==> src/rtl/dmem_arbiter.sv <==
// dmem_arbiter: shares one data-memory port between the pipeline MEM stage
// (cpu_*) and a loader/debug requester (dbg_*). One access at a time:
// IDLE arbitrates and latches the request, ACCESS issues a single mem_en
// pulse and waits MEM_LAT cycles for read data, RESP pulses the winner's ack.
//
// Parameters
//   DW       data word width
//   AW       word address width
//   MEM_LAT  memory read latency in cycles, 1..4
// Ports
//   clk, rst                       clock, asynchronous active-high reset
//   cpu_req/we/addr/wdata          pipeline request
//   cpu_ack/rdata                  pipeline completion pulse and read data
//   cpu_stall                      combinational freeze: cpu_req & ~cpu_ack
//   dbg_req/we/addr/wdata          debug request
//   dbg_ack/rdata                  debug completion pulse and read data
//   mem_en/we/addr/wdata, mem_rdata  shared memory side
module dmem_arbiter #(
   parameter int unsigned DW      = 16,
   parameter int unsigned AW      = 8,
   parameter int unsigned MEM_LAT = 2
) (
   input  logic          clk,
   input  logic          rst,
   input  logic          cpu_req,
   input  logic          cpu_we,
   input  logic [AW-1:0] cpu_addr,
   input  logic [DW-1:0] cpu_wdata,
   output logic          cpu_ack,
   output logic [DW-1:0] cpu_rdata,
   output logic          cpu_stall,
   input  logic          dbg_req,
   input  logic          dbg_we,
   input  logic [AW-1:0] dbg_addr,
   input  logic [DW-1:0] dbg_wdata,
   output logic          dbg_ack,
   output logic [DW-1:0] dbg_rdata,
   output logic          mem_en,
   output logic          mem_we,
   output logic [AW-1:0] mem_addr,
   output logic [DW-1:0] mem_wdata,
   input  logic [DW-1:0] mem_rdata
);

   localparam int unsigned CW = 3;

   typedef enum logic [1:0] {
      IDLE   = 2'd0,
      ACCESS = 2'd1,
      RESP   = 2'd2
   } state_t;

   state_t          state;
   state_t          state_nxt;
   logic [CW-1:0]   cnt;
   logic            lat_dbg;
   logic            last_dbg;
   logic            lat_we;
   logic [AW-1:0]   lat_addr;
   logic [DW-1:0]   lat_wdata;
   logic            any_req_c;
   logic            grant_dbg_c;
   logic [DW-1:0]   cap_c;

   // Sole requester wins; on a tie the one not served last wins.
   assign any_req_c   = cpu_req | dbg_req;
   assign grant_dbg_c = dbg_req & (~cpu_req | ~last_dbg);

   // Writes return zero as their completion word.
   assign cap_c = lat_we ? '0 : mem_rdata;

   // Memory address/data come straight from the latched request registers.
   assign mem_addr  = lat_addr;
   assign mem_wdata = lat_wdata;

   // Reset gate keeps every output low while rst is held.
   assign cpu_stall = cpu_req & ~cpu_ack & ~rst;

   // State register
   always_ff @(posedge clk or posedge rst) begin
      if (rst) state <= IDLE;
      else     state <= state_nxt;
   end

   // Next-state logic
   always_comb begin
      state_nxt = state;
      unique case (state)
         IDLE:    if (any_req_c) state_nxt = ACCESS;
         ACCESS:  if (cnt == '0) state_nxt = RESP;
         RESP:    state_nxt = IDLE;
         default: state_nxt = IDLE;
      endcase
   end

   // Request latch, latency counter, memory strobes and response registers
   always_ff @(posedge clk or posedge rst) begin
      if (rst) begin
         cnt       <= '0;
         lat_dbg   <= 1'b0;
         last_dbg  <= 1'b1;
         lat_we    <= 1'b0;
         lat_addr  <= '0;
         lat_wdata <= '0;
         mem_en    <= 1'b0;
         mem_we    <= 1'b0;
         cpu_ack   <= 1'b0;
         dbg_ack   <= 1'b0;
         cpu_rdata <= '0;
         dbg_rdata <= '0;
      end else begin
         mem_en  <= 1'b0;
         mem_we  <= 1'b0;
         cpu_ack <= 1'b0;
         dbg_ack <= 1'b0;
         unique case (state)
            IDLE: begin
               if (any_req_c) begin
                  lat_dbg   <= grant_dbg_c;
                  lat_we    <= grant_dbg_c ? dbg_we    : cpu_we;
                  lat_addr  <= grant_dbg_c ? dbg_addr  : cpu_addr;
                  lat_wdata <= grant_dbg_c ? dbg_wdata : cpu_wdata;
                  cnt       <= CW'(MEM_LAT - 1);
                  // Strobe lands in the first ACCESS cycle only.
                  mem_en    <= 1'b1;
                  mem_we    <= grant_dbg_c ? dbg_we : cpu_we;
               end
            end
            ACCESS: begin
               if (cnt == '0) begin
                  if (lat_dbg) begin
                     dbg_ack   <= 1'b1;
                     dbg_rdata <= cap_c;
                  end else begin
                     cpu_ack   <= 1'b1;
                     cpu_rdata <= cap_c;
                  end
               end else begin
                  cnt <= cnt - CW'(1);
               end
            end
            RESP: begin
               last_dbg <= lat_dbg;
            end
            default: ;
         endcase
      end
   end

endmodule

==> config.mk <==
export PLATFORM = sky130hd
export DESIGN_NAME = dmem_arbiter
export DESIGN_NICKNAME = d
export VERILOG_FILES = /design/src/rtl/dmem_arbiter.sv
export SDC_FILE = /design/constraint.sdc
export NUM_CORES = 1
export LEC_CHECK = 0
export BUFFER_PORTS_ARGS = -buffer_cell sky130_fd_sc_hd__buf_2
export CAP_MARGIN = 10
export CELL_PAD_IN_SITES_DETAIL_PLACEMENT = 0
export CELL_PAD_IN_SITES_GLOBAL_PLACEMENT = 2
export CORE_MARGIN = 2
export CORE_UTILIZATION = 33
export CTS_BUF_LIST = sky130_fd_sc_hd__clkbuf_2 sky130_fd_sc_hd__clkbuf_4 sky130_fd_sc_hd__clkbuf_8
export DETAILED_ROUTE_END_ITERATION = 10
export HOLD_SLACK_MARGIN = 0.15
export PLACE_DENSITY_LB_ADDON = 0.1
export SLEW_MARGIN = 20
export SYNTH_ARGS = -nofsm -noshare
export SYNTH_HDL_FRONTEND = slang
export SYNTH_SLANG_ARGS = --single-unit
==> constraint.sdc <==
create_clock -name clk -period 4.1 [get_ports clk]
set_input_delay 0 -clock clk [delete_from_list [all_inputs] [get_ports clk]]
set_output_delay 0 -clock clk [all_outputs]
set_load 0.01 [all_outputs]
After elaboration in Yosys (flattened, before gate mapping)
Index checks and enable logic that the tools add are counted.
{"block": "word_totals", "input_bits": 70, "ff_bits": 68, "word_cells": 57, "output_inout_bits": 61}
{"block": "op_classes", "addsub": 1, "reduce_logical": 8, "eq_ne": 5, "muxes": 20, "n_bitwise": 10}
{"op": "2-to-1 mux 16 bit", "count": 2}
{"op": "2-to-1 mux 1 bit", "count": 11}
{"op": "AND reduction 3 bit", "count": 3}
{"op": "2-to-1 mux 8 bit", "count": 1}
{"op": "2-to-1 mux 3 bit", "count": 2}
{"op": "inequality test 2 bit, second input constant", "count": 3}
{"op": "one-hot mux 3 bit (2 select lines)", "count": 1}
{"op": "inverter 1 bit", "count": 5}
{"op": "2-to-1 mux 2 bit", "count": 2}
{"op": "one-hot mux 2 bit (2 select lines)", "count": 1}
{"op": "AND reduction 2 bit", "count": 2}
{"op": "bitwise AND 1 bit", "count": 3}
{"op": "logical NOT 3 bit", "count": 1}
{"op": "subtractor 3 x 1 -> 3 bit, second input constant", "count": 1}
{"op": "equality test 2 x 1 -> 1 bit, second input constant", "count": 1}
{"op": "equality test 2 bit, second input constant", "count": 1}
{"op": "logical NOT 2 bit", "count": 1}
{"op": "OR 1 bit", "count": 2}
{"op": "nonzero test 2 bit", "count": 1}

Depth between registers and ports, before layout
Gate-level depths: netlist of the first run.
{"block": "logic_depth", "depth_word": 6, "mapped_depth": 7, "depth_no_buf": 5}

Least setup slack after synthesis of the first run
No wires, ideal clock.
{"block": "synth_timing", "path_kind": "reg2reg", "from": "register cnt[0]", "to": "register cpu_rdata[0]", "setup_ns": 0.125, "required_time_ns": 3.975, "n_path_buf": 2, "setup_slack_ns": 2.417, "stages_incl_launch_ff": 8, "synth_period_minus_slack_ns": 1.683, "t_arrival_ns": 1.558, "path_cell_list": "dfrtp_1 inv_1 ha_1 and4bb_4 nor2b_4 buf_6 buf_8 mux2_4"}
{"block": "synth_via", "elab_chain_cells": 2}
{"element": "from (decl)", "line": "55", "rtl": "logic [CW-1:0] cnt;"}
{"element": "from (signal assigned)", "line": "123", "rtl": "cnt <= CW'(MEM_LAT - 1);"}
{"element": "from (signal assigned)", "line": "139", "rtl": "cnt <= cnt - CW'(1);"}
{"element": "logical NOT 3 bit", "line": "130", "rtl": "if (cnt == '0) begin"}
{"element": "AND reduction 3 bit (no source line)"}
{"element": "to (signal assigned)", "line": "136", "rtl": "cpu_rdata <= cap_c;"}
{"element": "to (decl)", "line": "30", "rtl": "output logic [DW-1:0] cpu_rdata,"}
No other way between the ends.
A chain may end at the register's enable or synchronous reset.

Final worst setup path of the first run
{"block": "layout_timing", "from": "register last_dbg", "to": "register lat_wdata[1], in the netlist mem_wdata[1]"}
{"block": "layout_via", "elab_chain_cells": 4}
{"element": "from (decl)", "line": "57", "rtl": "logic last_dbg;"}
{"element": "from (signal assigned)", "line": "143", "rtl": "last_dbg <= lat_dbg;"}
{"element": "inverter 1 bit", "line": "67", "rtl": "assign grant_dbg_c = dbg_req & (~cpu_req | ~last_dbg);"}
{"element": "OR 1 bit", "line": "67"}
{"element": "bitwise AND 1 bit", "line": "67"}
{"element": "2-to-1 mux 16 bit", "line": "122", "rtl": "lat_wdata <= grant_dbg_c ? dbg_wdata : cpu_wdata;"}
{"element": "to (signal assigned)", "line": "122"}
{"element": "to (decl)", "line": "60", "rtl": "logic [DW-1:0] lat_wdata;"}
No other way between the ends.

==> results.sh, run 1 <==
export IMPL_outcome="complete, no violations"
export IMPL_reg2reg_slack_ns=1.80
export IMPL_drive_above_1_share=0.433
export IMPL_worst_pin_slew_ns=1.07
export IMPL_reg2reg_depth=4
export IMPL_hold_class="input pin to primary output"
export IMPL_detail_route_antenna_nets=0
export IMPL_ys_async_sr_fraction=1.00
export IMPL_max_vdd_ir_drop_mv=0.191
export IMPL_min_period_ns=2.30
export IMPL_worstHoldEndpoint="cpu_stall"
export IMPL_core_um2=9110
export IMPL_worst_ep_required_time_ns=4.26
export IMPL_layout_nets=503
export IMPL_synth_area_per_cell_um2=12.7
export IMPL_gr_total_overflow=0
export IMPL_setup_slack_ns=1.80
export IMPL_drc=0
export IMPL_start_kind="flip-flop"
export IMPL_synth_cells=240
export IMPL_clock_sinks=68
export IMPL_h_tree_depth=3
export IMPL_yosys_area_top_type_share=0.550
export IMPL_gp_congestion=0.714
export IMPL_post_drt_wl_per_cell_um=13.5
export IMPL_vias_per_cell=4.59
export IMPL_die_x_um=100
export IMPL_finClkSkew_ns=0.00624
export IMPL_pre_cts_slack_ns=2.09
export IMPL_ys_types=32
export IMPL_fmax_ghz=0.434
export IMPL_io_buffers=130
export IMPL_synth_edff_count=0
export IMPL_holdWs_ns=0.364
export IMPL_postSynthRegisterBits=68
export IMPL_r2r_end="mem_wdata[1]"
export IMPL_critPathKind="flip-flop to flip-flop"
export IMPL_num_rows=35
export IMPL_post_dp_cell_area_um2=3750
export IMPL_io_pins=131
export IMPL_powerDensity_nw_per_um2=620
export IMPL_root_buffer="clkbuf_8"
export IMPL_finalInstanceArea_um2=4630
export IMPL_yosys_warnings=0
export IMPL_yosysSeqAreaShare=0.559
export IMPL_dieArea_um2=10000
export IMPL_critPathTopFamily="compound AO/OA/AOI/OAI gates"
export IMPL_yosysMostFrequentCell="dfrtp_1"
export IMPL_cts_buffer_depth=2
export IMPL_hold_viol=0
export IMPL_clock_latency_ns=0.34
export IMPL_firstDrtPassIters=4
export IMPL_end_kind="flip-flop"
export IMPL_grt_use_total=0.149
export IMPL_dpl_hpwl_um=4650
export IMPL_worst_path_max_delay_cell="a21bo_2"
export IMPL_ys_flop_type="dfrtp_1"
export IMPL_critical_path_max_stage_delay_ns=0.67
export IMPL_worstPathMaxFanout=26
export IMPL_p_leak_nw=2.33
export IMPL_drt_initial_drc_count=113
export IMPL_grt_pass1_vias=2377
export IMPL_hold_depth=3
export IMPL_crit_path_start="last_dbg"
export IMPL_r2r_start="last_dbg"
export IMPL_cts_made_buffers=9
export IMPL_mappedNetlistNets=312
export IMPL_postCtsSetupRepairBufs=0
export IMPL_cp_cell_sequence="a21bo_2 > mux2i_1 > dlygate4sd3_1 > a31oi_1"
export IMPL_period_share=0.562
export IMPL_area_growth_pct=52.1
export IMPL_synth_area_leaders="dfrtp_1 55%, mux2_2 8.9%, mux2i_1 8.2%"
export IMPL_grt_setup_unrepaired="no"
export IMPL_die_y_um=100
export IMPL_max_cap_viol_count=0
export IMPL_synth_area_um2=3050
export IMPL_synth_top_area_cell="dfrtp_1"
export IMPL_grt_pass1_wl_um=11500
export IMPL_tns_ns=0
export IMPL_clkTransAtPathRegs_ns=0.07
export IMPL_maxSlewViolCount=0
export IMPL_num_vias=2512
export IMPL_antennaDiodeCount=0
export IMPL_min_from="cpu_req"
export IMPL_worst_path_buf_inv=1
export IMPL_synthTopCellsByCount="67 x dfrtp_1, 26 x a21oi_1, 25 x a31oi_1, 25 x mux2i_1, 24 x mux2_2"
export IMPL_relSlewSlack=0.285
export IMPL_start_util=0.334
export IMPL_setup_viol=0
export IMPL_antenna_found_initial=0
export IMPL_grt_max_degree=69
export IMPL_finalWirelength_um=7400
export IMPL_cts_tree="built"
export IMPL_crit_arrival_ns=2.46
cell families (layout without fill, tap and decap cells):
group / Yosys count / count (layout) / synth area share
flip-flops: 68 / 68 / 0.559
multiplexers: 58 / 58 / 0.215
AO/OA/AOI/OAI: 56 / 56 / 0.108
AND/OR/NAND/NOR: 32 / 32 / 0.0686
buffers and inverters: 24 / 220 / 0.0411
adder cells (fa/ha/maj): 2 / 2 / 0.00821
state kept, by name, indices dropped and copies added, names as in the netlist:
signal and count:
cnt 3, cpu_ack 1, cpu_rdata 16, dbg_ack 1
dbg_rdata 16, last_dbg 1, lat_dbg 1, lat_we 1
mem_addr 8, mem_en 1, mem_wdata 16, mem_we 1
state 2
worst min-delay path, delay by kind of cell:
kind                   cells  cell delay, ns
buffers and inverters      2            0.24
and+or+nand+nor            1            0.13
timing repair:
action | in CTS | in global routing
endpoints found under the hold margin | 125 | 0
hold buffers | 67 | 0
gates resized for setup | 0 | 0
report_power, final:
| part | switching [W] | internal [W] | total (W) |
|---|---|---|---|
| clock | 0.000260 | 0.000340 | 0.000600 |
| combinational | 0.000579 | 0.000574 | 0.00115 |
| sequential | 0.000174 | 0.000946 | 0.00112 |
worst max-delay path by stage:
| stage | cells after the start | end |
|---|---|---|
| floorplan | 1 | cnt[0] |
| CTS | 4 | mem_addr[5] |
| global placement | 3 | cnt[2] |
| global route | 4 | mem_addr[5] |
| detailed placement | 3 | cnt[2] |
| finish | 4 | mem_wdata[1] |
metrics by stage:
step,util,power (W),instances
finish,0.509,0.00287,547
global placement,0.412,0.00222,464
detailed placement,0.412,0.00223,464
global route,0.509,0.00309,547
CTS,0.509,0.00292,547
floorplan,-,0.00183,240
metal layers:
layer / vias up / wire length, um / global-route usage
met1: 1177 / 3440 / 0.191
met3: 6 / 446 / 0.0467
met4: 0 / 80 / 0.0632
met5: - / 0 / 0
li1: 1243 / - / -
met2: 86 / 3440 / 0.235
cells in the final DEF, fill, tap and decap left out, drive strengths merged, types with 2 or more instances in the layout:
| cell | instances |
|---|---|
| buf | 131 |
| dfrtp | 67 |
| dlygate4sd3 | 67 |
| mux2 | 33 |
| a21oi | 26 |
| mux2i | 25 |
| a31oi | 25 |
| nor2b | 17 |
| clkbuf | 9 |
| inv | 6 |
| clkinv | 4 |
| nand2 | 3 |
| nand2b | 2 |
| nor3 | 2 |
| ha | 2 |
| bufinv | 2 |
| nor2 | 2 |
area by class of cell:
type,count,area [um^2]
Fill cell,871,4470
Clock buffer,9,124
Tap cell,111,139
Timing Repair Buffer,198,1330
Clock inverter,7,91.3
Inverter,6,22.5
Sequential cell,68,1700
Multi-Input combinational cell,148,1230
No activity file was read; power rests on OpenSTA's default activity.
==> inputs of run 2 (changes only) <==
--- a/config.mk
+++ b/config.mk
@@ -10,7 +10,7 @@
 export CELL_PAD_IN_SITES_DETAIL_PLACEMENT = 0
 export CELL_PAD_IN_SITES_GLOBAL_PLACEMENT = 2
 export CORE_MARGIN = 2
-export CORE_UTILIZATION = 33
+export CORE_UTILIZATION = 30
 export CTS_BUF_LIST = sky130_fd_sc_hd__clkbuf_2 sky130_fd_sc_hd__clkbuf_4 sky130_fd_sc_hd__clkbuf_8
 export DETAILED_ROUTE_END_ITERATION = 10
 export HOLD_SLACK_MARGIN = 0.15
==> constraint.sdc (replaced) <==
create_clock -name clk -period 2.28 [get_ports clk]
set_input_delay 0 -clock clk [delete_from_list [all_inputs] [get_ports clk]]
set_output_delay 0 -clock clk [all_outputs]
set_load 0.01 [all_outputs]
==> results.sh, run 2 (same netlist as run 1, synthesis figures left out) <==
export IMPL_worst_pin_slew_ns=0.680
export IMPL_firstDrtPassIters=4
export IMPL_relSlewSlack=0.547
export IMPL_max_vdd_ir_drop_mv=0.386
export IMPL_h_tree_depth=3
export IMPL_dieArea_um2=11000
export IMPL_num_rows=36
export IMPL_finClkSkew_ns=0.0111
export IMPL_die_x_um=105
export IMPL_area_growth_pct=55.2
export IMPL_critical_path_max_stage_delay_ns=0.59
export IMPL_grt_use_total=0.140
export IMPL_critPathKind="flip-flop to flip-flop"
export IMPL_post_drt_wl_per_cell_um=13.2
export IMPL_layout_common_cells="130 x buf_2, 67 x dfrtp_1, 67 x dlygate4sd3_1, 26 x a21oi_1"
export IMPL_critPathTopFamily="buffers and inverters"
export IMPL_start_kind="flip-flop"
export IMPL_cts_resized=0
export IMPL_worst_path_max_delay_cell="dlygate4sd3_1"
export IMPL_core_um2=9820
export IMPL_drive_above_1_share=0.439
export IMPL_worst_ep_required_time_ns=2.47
export IMPL_postCtsSetupRepairBufs=0
export IMPL_clock_power_share=0.210
export IMPL_drt_initial_drc_count=92
export IMPL_start_util=0.310
export IMPL_power_share_switching=0.349
export IMPL_outcome="complete, no violations"
export IMPL_cts_made_buffers=9
export IMPL_fmax_ghz=0.478
export IMPL_grt_setup_unrepaired="no"
export IMPL_drc=0
export IMPL_clock_latency_ns=0.34
export IMPL_tns_ns=0
export IMPL_io_pins=131
export IMPL_period_share=0.917
export IMPL_combPwrFrac=0.404
export IMPL_utilization=0.481
export IMPL_maxSlewViolCount=0
export IMPL_powerDensity_nw_per_um2=1110
export IMPL_setup_viol=0
export IMPL_io_buffers=130
export IMPL_grt_max_degree=69
export IMPL_finalWirelength_um=7540
export IMPL_clkTransAtPathRegs_ns=0.08
export IMPL_detail_route_antenna_nets=0
export IMPL_dpl_hpwl_um=4880
export IMPL_cts_tree="built"
export IMPL_vias_per_cell=4.44
export IMPL_root_buffer="clkbuf_8"
export IMPL_antenna_found_initial=0
export IMPL_cts_buffer_depth=2
export IMPL_grt_pass1_vias=2534
export IMPL_antennaDiodeCount=0
export IMPL_end_kind="flip-flop"
export IMPL_max_cap_viol_count=0
export IMPL_min_period_ns=2.09
export IMPL_pwr_share_seq=0.385
export IMPL_final_common_cell="buf_2"
export IMPL_p_sw_w=0.00183
export IMPL_clock_sinks=68
export IMPL_p_leak_nw=2.35
export IMPL_hold_class="input pin to async pin"
export IMPL_crit_arrival_ns=2.28
export IMPL_die_y_um=105
export IMPL_worstPathMaxFanout=26
export IMPL_grt_pass1_wl_um=12400
export IMPL_num_vias=2545
export IMPL_worst_path_buf_inv=2
export IMPL_p_int_w=0.00342
export IMPL_cp_cell_sequence="a21bo_2 > buf_4 > mux2i_1 > dlygate4sd3_1 > a31oi_1"
export IMPL_gr_total_overflow=0
export IMPL_setup_slack_ns=0.189
export IMPL_gp_congestion=0.692
export IMPL_pre_cts_slack_ns=0.437
export IMPL_layout_nets=507
export IMPL_hold_viol=0
export IMPL_cts_hold_buffers_added=67
## run 2: metrics by stage
stage          hold slack, ns  power (W)  instances  cell area, um^2
6_report                0.280    0.00526        573             4730
5_1_grt                 0.336    0.00565        573             4730
4_1_cts                 0.301    0.00534        573             4730
3_5_place_dp            0.124    0.00408        490             3830
3_3_place_gp            0.124    0.00406        490             3830
2_1_floorplan          0.0495    0.00330        240             3050
## run 2: routing by layer
metal / global-route usage / vias up / wire length [um]
met4: 0.0486 / 0 / 105
met1: 0.182 / 1179 / 3530
met3: 0.0362 / 11 / 510
met2: 0.226 / 97 / 3400
met5: 0 / - / 0
li1: - / 1258 / -
## run 2: final timing paths
kind,from,slack [ns],end,cells after the start
min reg2reg,cnt[1],0.49,cnt[1],1
max reg2reg,last_dbg,0.19,mem_wdata[1],5
max,last_dbg,0.19,mem_wdata[1],5
min in group clk,cpu_req,0.36,cpu_stall,3
max in group asynchronous,rst,1.67,last_dbg,4
min,rst,0.28,dbg_rdata[9],4
## run 2: layout make-up
type / count / area [um^2]
Tap cell: 133 / 166
Clock inverter: 6 / 87.6
Inverter: 6 / 22.5
Sequential cell: 68 / 1700
Multi-Input combinational cell: 148 / 1230
Clock buffer: 10 / 138
Timing Repair Buffer: 202 / 1380
Fill cell: 953 / 5090
## run 2: tightest hold or removal path, cell delays in order
cell and delay, ns:
dlygate4sd3_1 0.53, buf_2 0.13, inv_2 0.06, buf_12 0.31
## run 2: power by group through the flow
stage	registers [W]	logic, W	clock network [W]
after floorplan	0.00217	0.00112	0
after global placement	0.00204	0.00201	0
after detailed placement	0.00205	0.00204	0
after CTS	0.00203	0.00216	0.00114
after global routing	0.00210	0.00236	0.00119
final	0.00203	0.00213	0.00111
==> inputs of run 3 (changes only) <==
--- a/config.mk
+++ b/config.mk
@@ -10,7 +10,7 @@
 export CELL_PAD_IN_SITES_DETAIL_PLACEMENT = 0
 export CELL_PAD_IN_SITES_GLOBAL_PLACEMENT = 2
 export CORE_MARGIN = 2
-export CORE_UTILIZATION = 30
+export CORE_UTILIZATION = 27
 export CTS_BUF_LIST = sky130_fd_sc_hd__clkbuf_2 sky130_fd_sc_hd__clkbuf_4 sky130_fd_sc_hd__clkbuf_8
 export DETAILED_ROUTE_END_ITERATION = 10
 export HOLD_SLACK_MARGIN = 0.15
==> constraint.sdc (replaced) <==
create_clock -name clk -period 1.8 [get_ports clk]
set_input_delay 0 -clock clk [delete_from_list [all_inputs] [get_ports clk]]
set_output_delay 0 -clock clk [all_outputs]
set_load 0.01 [all_outputs]
==> results.sh, run 3 (same netlist as run 1, synthesis figures left out) <==
export IMPL_outcome="complete, no violations"
export IMPL_gp_congestion=0.679
export IMPL_start_kind="flip-flop"
export IMPL_finalWirelength_um=8110
export IMPL_fillers=1057
export IMPL_reg2reg_depth=6
export IMPL_min_from="dbg_req"
export IMPL_relSlewSlack=0.664
export IMPL_firstDrtPassIters=4
export IMPL_layout_nets=520
export IMPL_gr_total_overflow=0
export IMPL_area_growth_pct=59.8
export IMPL_grt_pass1_wl_um=12600
export IMPL_setup_slack_ns=0.0652
export IMPL_io_buffers=130
export IMPL_dieArea_um2=12100
export IMPL_min_period_ns=1.73
export IMPL_worstHoldEndpoint="mem_wdata[1]"
export IMPL_grt_pass1_vias=2524
export IMPL_drt_initial_drc_count=110
export IMPL_fmax_ghz=0.576
export IMPL_multi_input_area_um2=1240
export IMPL_cts_made_buffers=9
export IMPL_hold_depth=3
export IMPL_die_x_um=110
export IMPL_worst_ep_required_time_ns=2.02
export IMPL_cts_tree="built"
export IMPL_final_common_cell="buf_2"
export IMPL_dpl_hpwl_um=5390
export IMPL_wl_met3_um=536
export IMPL_hold_viol=0
export IMPL_period_share=0.964
export IMPL_max_cap_viol_count=0
export IMPL_io_pins=131
export IMPL_die_y_um=110
export IMPL_num_rows=38
export IMPL_drive_above_1_share=0.461
export IMPL_critPathKind="flip-flop to flip-flop"
export IMPL_grt_setup_unrepaired="yes"
export IMPL_maxSlewViolCount=0
export IMPL_finClkSkew_ns=0.0101
export IMPL_layout_common_cells="130 x buf_2, 67 x dfrtp_1, 67 x dlygate4sd3_1, 26 x a21oi_1"
export IMPL_h_tree_depth=3
export IMPL_dp_cells=504
export IMPL_grt_max_degree=37
export IMPL_max_vdd_ir_drop_mv=0.447
export IMPL_reg2reg_slack_ns=0.07
export IMPL_drc=0
export IMPL_core_um2=10900
export IMPL_crit_arrival_ns=1.96
export IMPL_num_vias=2582
export IMPL_antennaDiodeCount=0
export IMPL_antenna_found_initial=0
export IMPL_regArea_um2=1700
export IMPL_route_met2_wl_um=3790
export IMPL_vias_per_cell=4.35
export IMPL_grt_use_total=0.136
export IMPL_post_drt_wl_per_cell_um=13.7
export IMPL_r2r_start="cnt[0]"
export IMPL_clock_sinks=68
export IMPL_worstPathMaxFanout=4
export IMPL_worst_pin_slew_ns=0.504
export IMPL_hold_class="input pin to flip-flop"
export IMPL_root_buffer="clkbuf_8"
export IMPL_pre_cts_slack_ns=0.0614
export IMPL_detail_route_antenna_nets=0
export IMPL_powerDensity_nw_per_um2=1370
export IMPL_start_util=0.279
export IMPL_highest_layer="met4"
export IMPL_r2r_end="cpu_rdata[9]"
export IMPL_p_leak_nw=2.42
export IMPL_clkTransAtPathRegs_ns=0.08
export IMPL_cts_buffer_depth=2
export IMPL_instances_no_fill=593
export IMPL_clock_latency_ns=0.34
export IMPL_setup_viol=0
export IMPL_wl_met1_um=3660
export IMPL_end_kind="flip-flop"
-- run 3: cell count changes in the layout (fill, tap and decap cells not counted) --
cell / delta
ha_4: +1
clkbuf_16: +2
inv_6: +1
ha_1: -1
clkinv_4: +2
inv_2: +2
buf_12: +1
clkbuf_8: -1
clkinvlp_4: -1
bufinv_16: -1
inv_1: -2
buf_4: +10
-- run 3: final cells by class --
cell class | instances | area share
clock buffer | 9 | 0.0254
clock inverter | 7 | 0.0157
inverter | 6 | 0.00463
multi-input combinational | 148 | 0.254
sequential | 68 | 0.350
tap | 140 | 0.0360
timing repair buffer | 215 | 0.314
-- run 3: repair_timing --
| action | CTS | global route |
|---|---|---|
| hold buffers | 67 | 0 |
| endpoints found under the hold margin | 126 | 0 |
| setup buffers | 0 | 4 |
| resized for setup | 0 | 4 |
| setup endpoints to repair | 0 | 16 |
-- run 3: report_power, final --
group	switching, W	leakage, nW	internal [W]
registers	0.000336	0.832	0.00215
logic	0.00145	1.49	0.00147
clock network	0.000617	0.0958	0.000646
-- run 3: how the worst max path moves through the flow --
stage               startpoint            end  slack, ns  cells past startpoint
global route            cnt[0]  cpu_rdata[12]      -0.01                      6
CTS                     cnt[0]  cpu_rdata[10]       0.05                      6
finish                  cnt[0]   cpu_rdata[9]       0.07                      6
global placement        cnt[0]   cpu_rdata[9]       0.11                      6
floorplan                  rst         cnt[0]       0.09                      1
detailed placement      cnt[0]  cpu_rdata[10]       0.06                      6
-- run 3: worst max-delay path, cell delays in order, from the launching register on --
cell       delay, ns
dfrtp_1         0.38
inv_2           0.09
ha_4            0.14
and4bb_4        0.25
nor2b_4         0.25
clkbuf_16       0.19
mux2_2          0.32
-- run 3: per-stage QoR --
step / total power [W] / TNS (ns) / util / area [um^2] / hold WS (ns)
after detailed placement: 0.00524 / 0 / 0.357 / 3910 / 0.0731
after CTS: 0.00665 / 0 / 0.437 / 4780 / 0.180
final: 0.00668 / 0 / 0.445 / 4870 / 0.197
after floorplan: 0.00418 / 0 / - / 3050 / 0.0495
after global placement: 0.00522 / 0 / 0.357 / 3910 / 0.0743
after global routing: 0.00723 / -0.0644 / 0.445 / 4870 / 0.242
-- run 3: layer usage --
metal,vias up,GRT usage
li1,1284,-
met1,1193,0.173
met3,11,0.0300
met2,94,0.219
met4,0,0.0616
met5,-,0
